<file path="config.mk">
export PLATFORM = sky130hd
export DESIGN_NAME = led_bank_arbiter
export DESIGN_NICKNAME = d
export VERILOG_FILES = /design/src/rtl/led_pkg.sv /design/src/rtl/rr_pick.sv /design/src/rtl/led_bank_arbiter.sv
export SDC_FILE = /design/constraint.sdc
export NUM_CORES = 1
export LEC_CHECK = 0
export BUFFER_PORTS_ARGS = -buffer_cell sky130_fd_sc_hd__buf_2
export CELL_PAD_IN_SITES_DETAIL_PLACEMENT = 1
export CELL_PAD_IN_SITES_GLOBAL_PLACEMENT = 2
export CORE_MARGIN = 2
export CORE_UTILIZATION = 32
export CTS_CLUSTER_SIZE = 30
export DETAILED_ROUTE_END_ITERATION = 10
export PLACE_DENSITY_LB_ADDON = 0.1
export SKIP_LAST_GASP = 1
export SLEW_MARGIN = 10
export SYNTH_ARGS = -nofsm -noshare
export SYNTH_HDL_FRONTEND = slang
export SYNTH_SLANG_ARGS = --single-unit
</file>
<file path="constraint.sdc">
create_clock -name clk_25mhz -period 3.3 [get_ports clk_25mhz]
set_clock_uncertainty 0.1 [all_clocks]
set_input_delay 0.66 -clock clk_25mhz [delete_from_list [all_inputs] [get_ports clk_25mhz]]
set_output_delay 0.66 -clock clk_25mhz [all_outputs]
set_load 0.05 [all_outputs]
</file>
<file path="src/rtl/led_pkg.sv">
// Shared types for the LED bank arbiter.
// Holds the LED width and the arbiter state encoding.
package led_pkg;

  localparam int LED_W = 8;

  typedef enum logic [1:0] {
    IDLE   = 2'd0,
    HOLD   = 2'd1,
    URGENT = 2'd2
  } arb_state_t;

endpackage

</file>
<file path="src/rtl/rr_pick.sv">
// Rotating priority encoder: first set req after ptr, ptr itself last.
// Ports: req, ptr in; valid (any req), idx (winner) out.
module rr_pick #(
  parameter int N = 4,
  parameter int W = $clog2(N)
) (
  input  logic [N-1:0] req,
  input  logic [W-1:0] ptr,
  output logic         valid,
  output logic [W-1:0] idx
);

  logic [W-1:0] j;

  // Scan in reverse order so the last hit is the earliest in RR order.
  always_comb begin
    valid = 1'b0;
    idx   = '0;
    j     = '0;
    for (int k = N; k >= 1; k--) begin
      j = W'((int'(ptr) + k) % N);
      if (req[j]) begin
        valid = 1'b1;
        idx   = j;
      end
    end
  end

endmodule

</file>
<file path="src/rtl/led_bank_arbiter.sv">
// Time-slice round-robin sharing of the LED bank, with urgent override.
// Ports: clk_25mhz, rst_n, req, pat, urgent, urgent_pat in; grant, led, active out.
module led_bank_arbiter
  import led_pkg::*;
#(
  parameter int NREQ        = 4,
  parameter int SLOT_CYCLES = 25_000_000
) (
  input  logic                  clk_25mhz,
  input  logic                  rst_n,
  input  logic [NREQ-1:0]       req,
  input  logic [NREQ*LED_W-1:0] pat,
  input  logic                  urgent,
  input  logic [LED_W-1:0]      urgent_pat,
  output logic [NREQ-1:0]       grant,
  output logic [LED_W-1:0]      led,
  output logic                  active
);

  localparam int PW = $clog2(NREQ);
  localparam int CW = $clog2(SLOT_CYCLES);
  localparam logic [CW-1:0] CNT_RLD = CW'(SLOT_CYCLES - 1);
  localparam logic [PW-1:0] PTR_RST = PW'(NREQ - 1);
  localparam logic [NREQ-1:0] ONE = {{(NREQ-1){1'b0}}, 1'b1};

  arb_state_t        state_q, state_d;
  logic [CW-1:0]     cnt_q, cnt_d;
  logic [PW-1:0]     ptr_q, ptr_d;
  logic [PW-1:0]     idx_q, idx_d;
  logic              held_q, held_d;
  logic [NREQ-1:0]   grant_q, grant_d;
  logic [LED_W-1:0]  led_q, led_d;

  logic              pick_valid;
  logic [PW-1:0]     pick_idx;
  logic              take_pick;

  rr_pick #(
    .N (NREQ),
    .W (PW)
  ) u_pick (
    .req   (req),
    .ptr   (ptr_q),
    .valid (pick_valid),
    .idx   (pick_idx)
  );

  always_comb begin
    state_d   = state_q;
    cnt_d     = cnt_q;
    ptr_d     = ptr_q;
    idx_d     = idx_q;
    held_d    = held_q;
    take_pick = 1'b0;
    unique case (state_q)
      IDLE: begin
        if (urgent) begin
          state_d = URGENT;
          held_d  = 1'b0;
        end else begin
          take_pick = 1'b1;
        end
      end
      HOLD: begin
        // held_d marks a preempted slot that may resume on urgent exit
        if (urgent) begin
          state_d = URGENT;
          held_d  = 1'b1;
        end else if (cnt_q == '0 || !req[idx_q]) begin
          take_pick = 1'b1;
        end else begin
          cnt_d = cnt_q - CW'(1);
        end
      end
      URGENT: begin
        if (!urgent) begin
          if (held_q && req[idx_q]) state_d = HOLD;
          else take_pick = 1'b1;
        end
      end
      default: state_d = IDLE;
    endcase
    if (take_pick) begin
      if (pick_valid) begin
        state_d = HOLD;
        idx_d   = pick_idx;
        ptr_d   = pick_idx;
        cnt_d   = CNT_RLD;
      end else begin
        state_d = IDLE;
      end
    end
  end

  // Outputs follow the next state so grant and led switch together.
  always_comb begin
    grant_d = '0;
    led_d   = '0;
    if (state_d == HOLD) begin
      grant_d = ONE << idx_d;
      led_d   = pat[idx_d*LED_W +: LED_W];
    end else if (state_d == URGENT) begin
      led_d = urgent_pat;
    end
  end

  always_ff @(posedge clk_25mhz or negedge rst_n) begin
    if (!rst_n) begin
      state_q <= IDLE;
      cnt_q   <= '0;
      ptr_q   <= PTR_RST;
      idx_q   <= '0;
      held_q  <= 1'b0;
      grant_q <= '0;
      led_q   <= '0;
    end else begin
      state_q <= state_d;
      cnt_q   <= cnt_d;
      ptr_q   <= ptr_d;
      idx_q   <= idx_d;
      held_q  <= held_d;
      grant_q <= grant_d;
      led_q   <= led_d;
    end
  end

  assign grant  = grant_q;
  assign led    = led_q;
  assign active = (state_q != IDLE);

endmodule

</file>
### Word-level counts from Yosys, hierarchy flattened

Index checks and enable logic that the tools add are counted.

| word-level totals | value |
|---|---|
| flip-flop bits (word level) | 44 |
| bits of input ports | 47 |
| word-level logic and storage cells | 78 |

| operators by class | value |
|---|---|
| $add $sub $neg | 5 |
| magnitude comparators | 5 |
| equal/unequal tests | 6 |
| shift-type cells | 2 |
| multiplexer cells | 43 |
| reductions and logical operators | 10 |

Operators with widths:

| operator | count |
|---|---|
| 25-bit two-way mux | 5 |
| 32-bit by 6-bit variable part select with 8-bit output | 1 |
| 25-bit logical NOT | 1 |
| 25-bit by 1-bit subtractor with 25-bit output (second input constant) | 1 |
| 2-bit two-way mux | 10 |
| 1-bit two-way mux | 17 |
| 8-bit two-way mux | 2 |
| 2-bit by 3-bit < comparator with 1-bit output (second input constant) | 5 |
| 1-bit binary-select mux with 2-bit select | 5 |
| 2-bit by 1-bit adder with 2-bit output (second input constant) | 2 |
| 2-bit adder (second input constant) | 2 |
| 2-bit by 1-bit == test with 1-bit output (second input constant) | 2 |
| 2-bit == test (second input constant) | 2 |
| 4-bit two-way mux | 1 |
| 2-bit inequality test (second input constant) | 2 |
| 2-bit one-hot mux with 2 select lines | 1 |
| 2-bit nonzero test | 2 |
| 1-bit by 2-bit left shift with 4-bit output (first input constant) | 1 |
| 1-bit one-hot mux with 3 select lines | 1 |
| 3-bit AND reduction | 1 |
| 2-bit logical NOT | 1 |
| 1-bit one-hot mux with 2 select lines | 1 |
| 2-bit AND reduction | 1 |
| 2-bit OR reduction | 1 |
| 3 further kinds | 3 |

### Depth between registers and ports, before layout

| logic depth | value |
|---|---|
| word-level depth | 12 |
| depth in mapped cells | 11 |
| gate-level depth less buffers | 9 |

### By module

From an unflattened synthesis, not the netlist that was laid out.

| unflattened totals | value |
|---|---|
| cells, all modules | 253 |
| area, all modules | 2462.4 um^2 |

Modules (own cells, without submodules):

| module | times used | cells each | area each (um^2) | seq. area each (um^2) |
|---|---|---|---|---|
| led_bank_arbiter | 1 | 239 | 2371.0 | 1103.6 |
| rr_pick | 1 | 14 | 91.3 | 0.0 |

### Least setup slack after synthesis

No wires, ideal clock.

| timing | value |
|---|---|
| path type | flip-flop to flip-flop |
| start point | register cnt_q[0] |
| end point | register led_q[0], in the netlist led[0] |
| data arrival time | 2.501 ns |
| setup slack | 0.561 ns |
| cell stages (with the launch flop) | 12 |
| path buffers | 2 |
| period minus slack after synthesis | 2.739 ns |
| path through | dfrtp_1 inv_1 ha_1 or4b_1 nor4b_4 a21oi_2 nor2_2 mux2i_1 buf_4 buf_6 mux2i_1 o221ai_1 |

| on the way | value |
|---|---|
| cells in the longest elaborated chain, start to end | 9 |
| elaborated cells between the ends (all ways) | 12 |
| classes of those cells | eq/ne (2); shift (1); mux (7); reduce/logical (2) |

RTL lines:

| element | line | text |
|---|---|---|
| start: declaration | led_bank_arbiter.sv:27 | `logic [CW-1:0] cnt_q, cnt_d;` |
| start signal: assignment | led_bank_arbiter.sv:118 | `cnt_q <= cnt_d;` |
| 25-bit logical NOT * | led_bank_arbiter.sv:69 | `end else if (cnt_q == '0 \|\| !req[idx_q]) begin` |
| 1-bit logical OR * | led_bank_arbiter.sv:69 |  |
| 1-bit two-way mux * | led_bank_arbiter.sv:69 |  |
| 1-bit two-way mux * | led_bank_arbiter.sv:66 | `if (urgent) begin` |
| 1-bit one-hot mux with 3 select lines * | led_bank_arbiter.sv:55 | `unique case (state_q)` |
| branches (longest 3 deep; another with 32-bit by 6-bit variable part select with 8-bit output) | -- |  |
| 8-bit two-way mux * | led_bank_arbiter.sv:99 | `if (state_d == HOLD) begin` |
| via led_d[0] | led_bank_arbiter.sv:32 | `logic [LED_W-1:0] led_q, led_d;` |
| end signal: assignment | led_bank_arbiter.sv:123 | `led_q <= led_d;` |
| end: declaration | led_bank_arbiter.sv:32 |  |

Mark *: on every way through the listed nets, which the timed path passes.
A chain may end at the register's enable or synchronous reset.

### Worst setup path in the final report

| timing | value |
|---|---|
| start point | register cnt_q[0] |
| end point | register led_q[1], in the netlist led[1] |

Same word-level chain as after synthesis.

==> results.json <==
{
  "cp_data_arrival_time_ns": 3.03,
  "place_ws_ns": 0.315,
  "area.growth.synth_to_final_pct": 21.6,
  "worstPathRequired_ns": 3.36,
  "clkTransAtPathRegs_ns": 0.09,
  "post_drt_wl_per_cell_um": 14.6,
  "layout-drive-gt1-share": 0.309,
  "synth_area_leaders": "dfrtp_1 (45%), mux2i_1 (7.8%), nand2_1 (4.4%), xnor2_1 (4.2%), o221ai_1 (3.0%)",
  "initial_core_util": 0.325,
  "crit_type": "reg2reg",
  "wl_mm": 5.64,
  "clock_latency_ns": 0.30,
  "synthCells": 222,
  "synth-edff-count": 0,
  "netlist.area_leader.share": 0.454,
  "grtUsageTotal": 0.162,
  "cts.repair.resized": 0,
  "hold_end": "ptr_q[1]",
  "min_path_cells": 2,
  "grt_pass1_wl_mm": 9.94,
  "cts_tree": "built",
  "ctsHoldBuffers": 0,
  "vias_per_cell": 4.87,
  "synth-seq-cells": 44,
  "ys.flop_type": "dfrtp_1",
  "slew_headroom": 0.316,
  "ir_drop_uv": 255,
  "yosys_warnings": 0,
  "vias": 1883,
  "leakage_nw": 1.22,
  "first_global_vias": 2062,
  "htreeDepth": 2,
  "fp-row-count": 31,
  "reg2reg_to": "led[1]",
  "layout_setup_ws_ns": 0.329,
  "hold_path.class": "reg2reg",
  "finalCritPeriodShare": 0.900,
  "min_from": "ptr_q[1]",
  "hold_violations": 0,
  "portBuffers": 59,
  "syn_area_mm2": 0.00232,
  "mostFrequentLayoutCell": "buf_2",
  "cap_violations": 0,
  "cts_setup_buffers": 0,
  "fin_nets": 335,
  "setup_viol": 0,
  "cts_buffers": 5,
  "diodes": 0,
  "synth_area_leader_cell": "dfrtp_1",
  "tns_ns": 0,
  "drv_slew": 0,
  "antenna_found_initial": 0,
  "critPathMaxFanout": 18,
  "ys_types": 48,
  "status": "finished clean",
  "gr-total-overflow": 0,
  "dp_hpwl_mm": 4.20,
  "worstReg2RegStart": "cnt_q[0]",
  "ios": 60,
  "core_mm2": 0.00714,
  "rrSetupSlack_ns": 0.33,
  "rr_worst_depth": 10,
  "syn_avg_cell_area_um2": 10.4,
  "fin_crit_ns": 2.97,
  "die_area_mm2": 0.00793,
  "clock_sinks": 44,
  "rsz0062_at_grt": "false",
  "drt_iter0_drc": 40,
  "cts-root-buf": "clkbuf_8",
  "p_total_mw": 1.66,
  "fmax_ghz": 0.337,
  "endpoint_kind": "register",
  "ant_nets": 0,
  "synth.yosys.seq_area_share": 0.476,
  "p_per_area_mw_per_mm2": 589,
  "die_width_um": 89.1,
  "tightest_slew_ns": 1.03,
  "mostFrequentLayoutCells": "buf_2 (59), dfrtp_1 (42), nand2_1 (27)",
  "grt_max_degree": 45,
  "synthArstFlopShare": 1.00,
  "fp.dieH_um": 89.1,
  "drtPass1Iterations": 3,
  "place_congestion": 0.716,
  "post-route-drc-count": 0,
  "syn_nets": 270,
  "cts_buffer_depth": 2,
  "critPathLaunchType": "register"
}
==> final cells by class <==
class,count,area (µm²)
inverters,5,18.8
clock buffers,5,68.8
fillers,869,4320
well taps,99,124
flip-flops and latches,44,1100
clock inverters,3,18.8
multi-input cells,167,1150
repair buffers,64,333
==> kinds of logic after synthesis <==
| family | share of synthesized area |
|---|---|
| simple gates | 0.234 |
| fa+ha+maj | 0.00540 |
| flops | 0.476 |
| buf+inv | 0.0292 |
| mux | 0.0924 |
| compound gates | 0.0983 |
| xor+xnor | 0.0643 |
==> cell usage after synthesis (all sizes together), types with 6 or more instances <==
master	instances
xnor2	11
nor3	10
mux2i	18
xor2	6
o221ai	9
nand2	28
a21oi	10
dfrtp	42
nor2	18
o21ai	7
==> report_power, final <==
group          internal [mW]  leakage, nW  switching [mW]
Sequential             0.624        0.495          0.0466
Clock                  0.148       0.0479           0.193
Combinational          0.232        0.681           0.414
==> flip-flops by register name, indices dropped and copies added, names as in the netlist <==
| register | cells |
|---|---|
| cnt_q | 25 |
| grant | 4 |
| held_q | 1 |
| idx_q | 2 |
| led | 8 |
| ptr_q | 2 |
| state_q | 2 |
==> stage by stage <==
step | hold WS, ns | utilization | cells | cell area, µm²
floorplan | 0.264 | - | 222 | 2320
global placement | 0.391 | 0.382 | 379 | 2730
detailed placement | 0.399 | 0.382 | 379 | 2730
CTS | 0.417 | 0.394 | 387 | 2820
global route | 0.432 | 0.394 | 387 | 2820
finish | 0.414 | 0.394 | 387 | 2820
==> worst max-delay path, stage by stage, from the launching register on <==
cell	delay [ns]
dfrtp_1	0.41
inv_1	0.07
ha_1	0.17
or4b_1	0.49
nor4b_4	0.37
a21oi_2	0.13
nor2_2	0.17
mux2i_2	0.22
buf_4	0.32
mux2i_1	0.24
o221ai_1	0.14
==> worst max path at each step <==
stage,start,end,slack (ns),cells past startpoint
6_report,cnt_q[0],led[1],0.33,10
3_3_place_gp,cnt_q[0],led[4],0.38,10
2_1_floorplan,cnt_q[0],led[0],0.56,11
4_1_cts,cnt_q[0],led[0],0.28,10
5_1_grt,cnt_q[0],led[1],0.10,10
3_5_place_dp,cnt_q[0],led[0],0.31,10
==> per-layer routing <==
layer | global-route usage | vias to the layer above | routed length (µm)
li1 | - | 921 | -
met1 | 0.214 | 908 | 2620
met2 | 0.265 | 49 | 2650
met3 | 0.0452 | 5 | 316
met4 | 0.0366 | 0 | 49
met5 | 0 | - | 0
No activity file was read; power rests on OpenSTA's default activity.
